## src/rtl/lock_code_entry_pkg.sv

```systemverilog
// Shared definitions for the combination-lock code entry front end.
// Holds the FSM state encoding, default code width and counter sizing helper.
package lock_code_entry_pkg;

    typedef enum logic [1:0] {
        IDLE    = 2'd0,
        HELD    = 2'd1,
        LOCKOUT = 2'd2
    } lock_state_t;

    localparam int CODE_W_DEF = 3;

    // Bits needed for a down/up counter whose largest value is n-1; never 0.
    function automatic int cnt_w(input int n);
        return (n < 2) ? 1 : $clog2(n);
    endfunction

endpackage

```

## src/rtl/lock_code_entry_debounce_bit.sv

```systemverilog
// Two-flop synchroniser plus stability counter for one raw input pin.
// The debounced output flips only after DEBOUNCE consecutive disagreeing cycles.
module lock_code_entry_debounce_bit
    import lock_code_entry_pkg::*;
#(
    parameter int DEBOUNCE = 8
) (
    input  logic clk,
    input  logic rst_n,
    input  logic raw,
    output logic db
);

    localparam int DW = cnt_w(DEBOUNCE);
    localparam logic [DW-1:0] CNT_LAST = DW'(DEBOUNCE - 1);

    logic          sync_1;
    logic          sync_2;
    logic [DW-1:0] cnt;

    always_ff @(posedge clk or negedge rst_n) begin
        if (!rst_n) begin
            sync_1 <= 1'b0;
            sync_2 <= 1'b0;
            db     <= 1'b0;
            cnt    <= '0;
        end else begin
            sync_1 <= raw;
            sync_2 <= sync_1;
            if (sync_2 != db) begin
                if (cnt == CNT_LAST) begin
                    db  <= sync_2;
                    cnt <= '0;
                end else begin
                    cnt <= cnt + 1'b1;
                end
            end else begin
                cnt <= '0;
            end
        end
    end

endmodule

```

## src/rtl/lock_code_entry.sv

```systemverilog
// Code entry front end: debounces switches and ENTER, strobes a captured code
// per clean press, and enforces a timed lockout after repeated failures.
//   state   | meaning
//   IDLE    | waiting for an ENTER rising edge to capture the code
//   HELD    | code captured, waiting for ENTER release
//   LOCKOUT | too many failures, entry ignored until the timer expires
module lock_code_entry
    import lock_code_entry_pkg::*;
#(
    parameter int CODE_W         = CODE_W_DEF,
    parameter int DEBOUNCE       = 8,
    parameter int MAX_TRIES      = 3,
    parameter int LOCKOUT_CYCLES = 64
) (
    input  logic              clk,
    input  logic              rst_n,
    input  logic [CODE_W-1:0] sw_raw,
    input  logic              enter_raw,
    input  logic              attempt_ok,
    input  logic              attempt_fail,
    output logic [CODE_W-1:0] code,
    output logic              code_valid,
    output logic              locked_out,
    output logic [1:0]        fail_cnt
);

    generate
        if (MAX_TRIES < 1 || MAX_TRIES > 3) begin : g_bad_tries
            $error("lock_code_entry: MAX_TRIES must be 1..3 to fit fail_cnt");
        end
        if (DEBOUNCE < 2) begin : g_bad_debounce
            $error("lock_code_entry: DEBOUNCE must be at least 2");
        end
        if (LOCKOUT_CYCLES < 2) begin : g_bad_lockout
            $error("lock_code_entry: LOCKOUT_CYCLES must be at least 2");
        end
    endgenerate

    localparam int TW = cnt_w(LOCKOUT_CYCLES);
    localparam logic [TW-1:0] TIMER_LOAD = TW'(LOCKOUT_CYCLES - 1);
    localparam logic [1:0]    FAIL_MAX   = 2'(MAX_TRIES);

    // Bit CODE_W of the debounced bus carries ENTER.
    logic [CODE_W:0]   raw_bus;
    logic [CODE_W:0]   db_bus;
    logic [CODE_W-1:0] sw_db;
    logic              enter_db;
    logic              enter_db_d;
    logic              enter_rise;
    logic              trip;

    lock_state_t       state;
    logic [TW-1:0]     timer;

    assign raw_bus  = {enter_raw, sw_raw};
    assign sw_db    = db_bus[CODE_W-1:0];
    assign enter_db = db_bus[CODE_W];

    for (genvar i = 0; i <= CODE_W; i++) begin : g_db
        lock_code_entry_debounce_bit #(
            .DEBOUNCE (DEBOUNCE)
        ) u_db (
            .clk   (clk),
            .rst_n (rst_n),
            .raw   (raw_bus[i]),
            .db    (db_bus[i])
        );
    end

    always_ff @(posedge clk or negedge rst_n) begin
        if (!rst_n) begin
            enter_db_d <= 1'b0;
            enter_rise <= 1'b0;
        end else begin
            enter_db_d <= enter_db;
            enter_rise <= enter_db & ~enter_db_d;
        end
    end

    // ok beats fail, so only a lone fail can push the count to the limit.
    assign trip = attempt_fail && !attempt_ok && ((fail_cnt + 2'd1) == FAIL_MAX);

    always_ff @(posedge clk or negedge rst_n) begin
        if (!rst_n) begin
            state      <= IDLE;
            code       <= '0;
            code_valid <= 1'b0;
            locked_out <= 1'b0;
            fail_cnt   <= 2'd0;
            timer      <= '0;
        end else begin
            code_valid <= 1'b0;
            case (state)
                IDLE, HELD: begin
                    if (attempt_ok) begin
                        fail_cnt <= 2'd0;
                    end else if (attempt_fail) begin
                        fail_cnt <= fail_cnt + 2'd1;
                    end
                    if (trip) begin
                        state      <= LOCKOUT;
                        locked_out <= 1'b1;
                        timer      <= TIMER_LOAD;
                    end else if (state == IDLE) begin
                        if (enter_rise) begin
                            code       <= sw_db;
                            code_valid <= 1'b1;
                            state      <= HELD;
                        end
                    end else if (!enter_db) begin
                        state <= IDLE;
                    end
                end
                LOCKOUT: begin
                    if (timer == '0) begin
                        fail_cnt   <= 2'd0;
                        locked_out <= 1'b0;
                        state      <= enter_db ? HELD : IDLE;
                    end else begin
                        timer <= timer - 1'b1;
                    end
                end
                default: begin
                    state      <= IDLE;
                    locked_out <= 1'b0;
                end
            endcase
        end
    end

endmodule

```

## config.mk

```make
export PLATFORM = sky130hd
export DESIGN_NAME = lock_code_entry
export DESIGN_NICKNAME = d
export VERILOG_FILES = /design/src/rtl/lock_code_entry_pkg.sv /design/src/rtl/lock_code_entry_debounce_bit.sv /design/src/rtl/lock_code_entry.sv
export SDC_FILE = /design/constraint.sdc
export NUM_CORES = 1
export LEC_CHECK = 0
export ABC_AREA = 1
export CAP_MARGIN = 30
export CORE_MARGIN = 1
export CORE_UTILIZATION = 57
export CTS_CLUSTER_SIZE = 25
export DETAILED_ROUTE_END_ITERATION = 8
export PLACE_DENSITY_LB_ADDON = 0.05
export SLEW_MARGIN = 0
export SYNTH_ARGS = -nofsm -noshare
export SYNTH_HDL_FRONTEND = slang
export SYNTH_HIERARCHICAL = 1
export SYNTH_SLANG_ARGS = --single-unit
```

## constraint.sdc

```tcl
create_clock -name clk -period 2.1 [get_ports clk]
set_input_delay 0.42 -clock clk [delete_from_list [all_inputs] [get_ports clk]]
set_output_delay 0.42 -clock clk [all_outputs]
set_load 0.03 [all_outputs]
```

==> impl_metrics.json <==
{
  "tightestPinTransition_ns": 0.5040,
  "crit_start": "code[1]",
  "wl_um": 2779,
  "cts_tree": "done",
  "finalCritPeriodShare_pct": 87.36,
  "grt_usage_pct": 19.78,
  "crit_chain": "clkdlybuf4s50_1",
  "worstSkewPairLatency_ns": 0.34,
  "synth-async-reset-ratio_pct": 100.0,
  "layoutNonFillerInstCount": 251,
  "place_inst": 243,
  "critPathMaxFanout": 2,
  "die_area_mm2": 0.003374,
  "hpwl_um": 2074,
  "period_minus_slack_ns": 1.835,
  "fmax_ghz": 0.5451,
  "synth_warnings": 6,
  "hold_buffers": 0,
  "core_mm2": 0.002877,
  "grt_max_degree": 22,
  "final_util_pct": 71.81,
  "ys_ff_latch": 41,
  "crit-reg2reg-launch": "timer[0]",
  "cp_slowest_cell": "clkdlybuf4s50_1",
  "numCtsBuffers": 5,
  "p_leak_nw": 1.079,
  "worstHoldPathType": "in2async",
  "cts.clk_slew.worst_paths_ns": 0.12,
  "max-slew-margin-rel_pct": 66.40,
  "diodes": 0,
  "syn2layout_area_growth_pct": 15.21,
  "worst-endpoint-required_ns": 1.68,
  "cp-start-kind": "flop",
  "ctsHtreeMaxLevel": 2,
  "yosysTopAreaCell": "dfrtp_1",
  "drive_gt1_share_pct": 11.00,
  "cts.sinks": 41,
  "post_cts_buffers": 0,
  "synth_edf_count": 0,
  "start_util_pct": 62.33,
  "yosysSeqAreaShare_pct": 57.22,
  "routedWlPerCell_um": 11.07,
  "grt_pass1_wl_um": 4912,
  "peakVddDrop_mv": 0.7926,
  "max_cap_violations": 0,
  "synth_area_leaders": "dfrtp_1 57%, nand2_1 10%, ha_1 7.7%",
  "holdWs_ns": 0.02753,
  "slowest_delay_ns": 0.68,
  "io_pins": 15,
  "synthCells": 186,
  "synth-compound-area-share_pct": 3.768,
  "die_height_um": 58.09,
  "synthSimpleGateAreaFrac_pct": 25.26,
  "critical_path_class": "reg2out",
  "drtIter0Drc": 54,
  "rows": 19,
  "antenna_found_initial": 0,
  "synth_fa_ha_area_share_pct": 7.676,
  "crit_arrival_ns": 1.41,
  "netlist.area_leader.share_pct": 57.22,
  "yosysMostFrequentCell": "nand2_1",
  "grt_setup_unrepaired": "false",
  "finClkSkew_ns": 0.01061,
  "synth_top_family_by_area": "simple AND/OR/NAND/NOR gates",
  "drt-vias-per-instance": 4.789,
  "dieWidth_um": 58.09,
  "cp_top_family": "buffers and inverters",
  "finalMaxSlewViolations": 0,
  "root_buffer": "clkbuf_4",
  "vias": 1202,
  "postSynthAreaPerCell_um2": 9.640,
  "clock_path_buffers": 2,
  "port_buffers": 14,
  "n_fill_cell": 219,
  "post_cts_resized": 0,
  "synth_common_cells": "48 x nand2_1, 41 x dfrtp_1, 28 x inv_1",
  "syn_nets": 205,
  "ys.flop_type": "dfrtp_1",
  "status": "finished clean",
  "dr.pass1.iters": 4,
  "synth_area_mm2": 0.001793,
  "place_congestion": 0.7847,
  "yosys-mux-area-fraction_pct": 0,
  "drc": 0,
  "powerDensity_mw_per_mm2": 1300,
  "synth_cell_type_count": 21,
  "finalSetupViolCount": 0,
  "nets": 227,
  "ant_nets": 0,
  "endpoint_kind": "output port",
  "finalHoldViolCount": 0,
  "grt_pass1_vias": 1176,
  "overflow": 0,
  "synth_xor_area_share_pct": 0,
  "path_buf_inv": 1,
  "tns_ns": 0
}
-- power breakdown --
| part | total, mW | internal [mW] | leakage [nW] | switching, mW |
|---|---|---|---|---|
| clock | 0.409 | 0.163 | 0.0382 | 0.246 |
| combinational | 1.04 | 0.409 | 0.512 | 0.628 |
| sequential | 1.24 | 1.05 | 0.529 | 0.187 |
-- cell families (layout without fill, tap and decap cells) --
logic type | count (synthesis) | after routing
fa+ha+maj | 11 | 11
simple gates | 93 | 93
compound gates | 12 | 12
buf+inv | 29 | 52
flops | 41 | 41
-- cell usage in the layout (no fill, tap or decap) --
master,count
clkbuf_8,1
nand4_2,1
nor2_1,19
buf_2,1
inv_2,1
inv_1,28
nor2_4,1
dfrtp_1,41
or2_0,4
nand3_1,9
buf_12,1
a21oi_1,1
clkinv_2,1
o21ai_0,6
ha_1,11
nand2_2,1
clkbuf_4,5
nor2_2,2
clkinv_4,1
nand2_4,2
nand3_4,1
o21ai_1,3
nand2_1,48
nand4_1,3
nand3_2,1
clkdlybuf4s50_1,13
o21ai_2,2
nor2_8,1
-- cell type report --
cell class	count	area (µm²)	area share (%)
well taps	42	52.55	2.544
repair buffers	15	155.1	7.511
multi-input cells	116	658.1	31.86
clock inverters	2	13.76	0.6663
clock buffers	6	51.30	2.483
inverters	29	108.9	5.270
flip-flops and latches	41	1026	49.67
-- per-stage QoR --
stage	instance area [µm²]	total power [mW]	setup WS [ns]
2_1_floorplan	1793	1.983	0.7999
6_report	2066	2.686	0.2655
3_3_place_gp	2001	2.215	0.5887
4_1_cts	2066	2.722	0.2445
5_1_grt	2066	2.927	0.1765
3_5_place_dp	2001	2.307	0.5727
-- worst paths after layout --
check | end | slack, ns | cells after the start
min in group clk | g_db[1].u_db/sync_2 | 0.37 | 0
max in group asynchronous | timer[0] | 1.60 | 2
setup reg to reg | timer[0] | 0.80 | 7
setup / recovery | code[1] | 0.27 | 1
hold reg to reg | g_db[1].u_db/sync_2 | 0.37 | 0
hold / removal | timer[3] | 0.03 | 1
-- routing by layer --
metal | vias up | wire length [µm] | track usage (%)
met3 | 4 | 105 | 8.482
met2 | 22 | 1417 | 33.17
li1 | 619 | - | -
met5 | - | 0 | 0
met4 | 0 | 27 | 6.803
met1 | 557 | 1229 | 22.74
-- sequential cells by signal (all words and copies together) (netlist names) --
name              flops
timer                 6
state                 2
g_db.u_db/sync_1      4
code                  3
g_db.u_db/sync_2      4
code_valid            1
g_db.u_db/cnt        12
locked_out            1
fail_cnt              2
enter_rise            1
g_db.u_db/db          4
enter_db_d            1
Note: power is estimated with default switching activity, not from simulation.
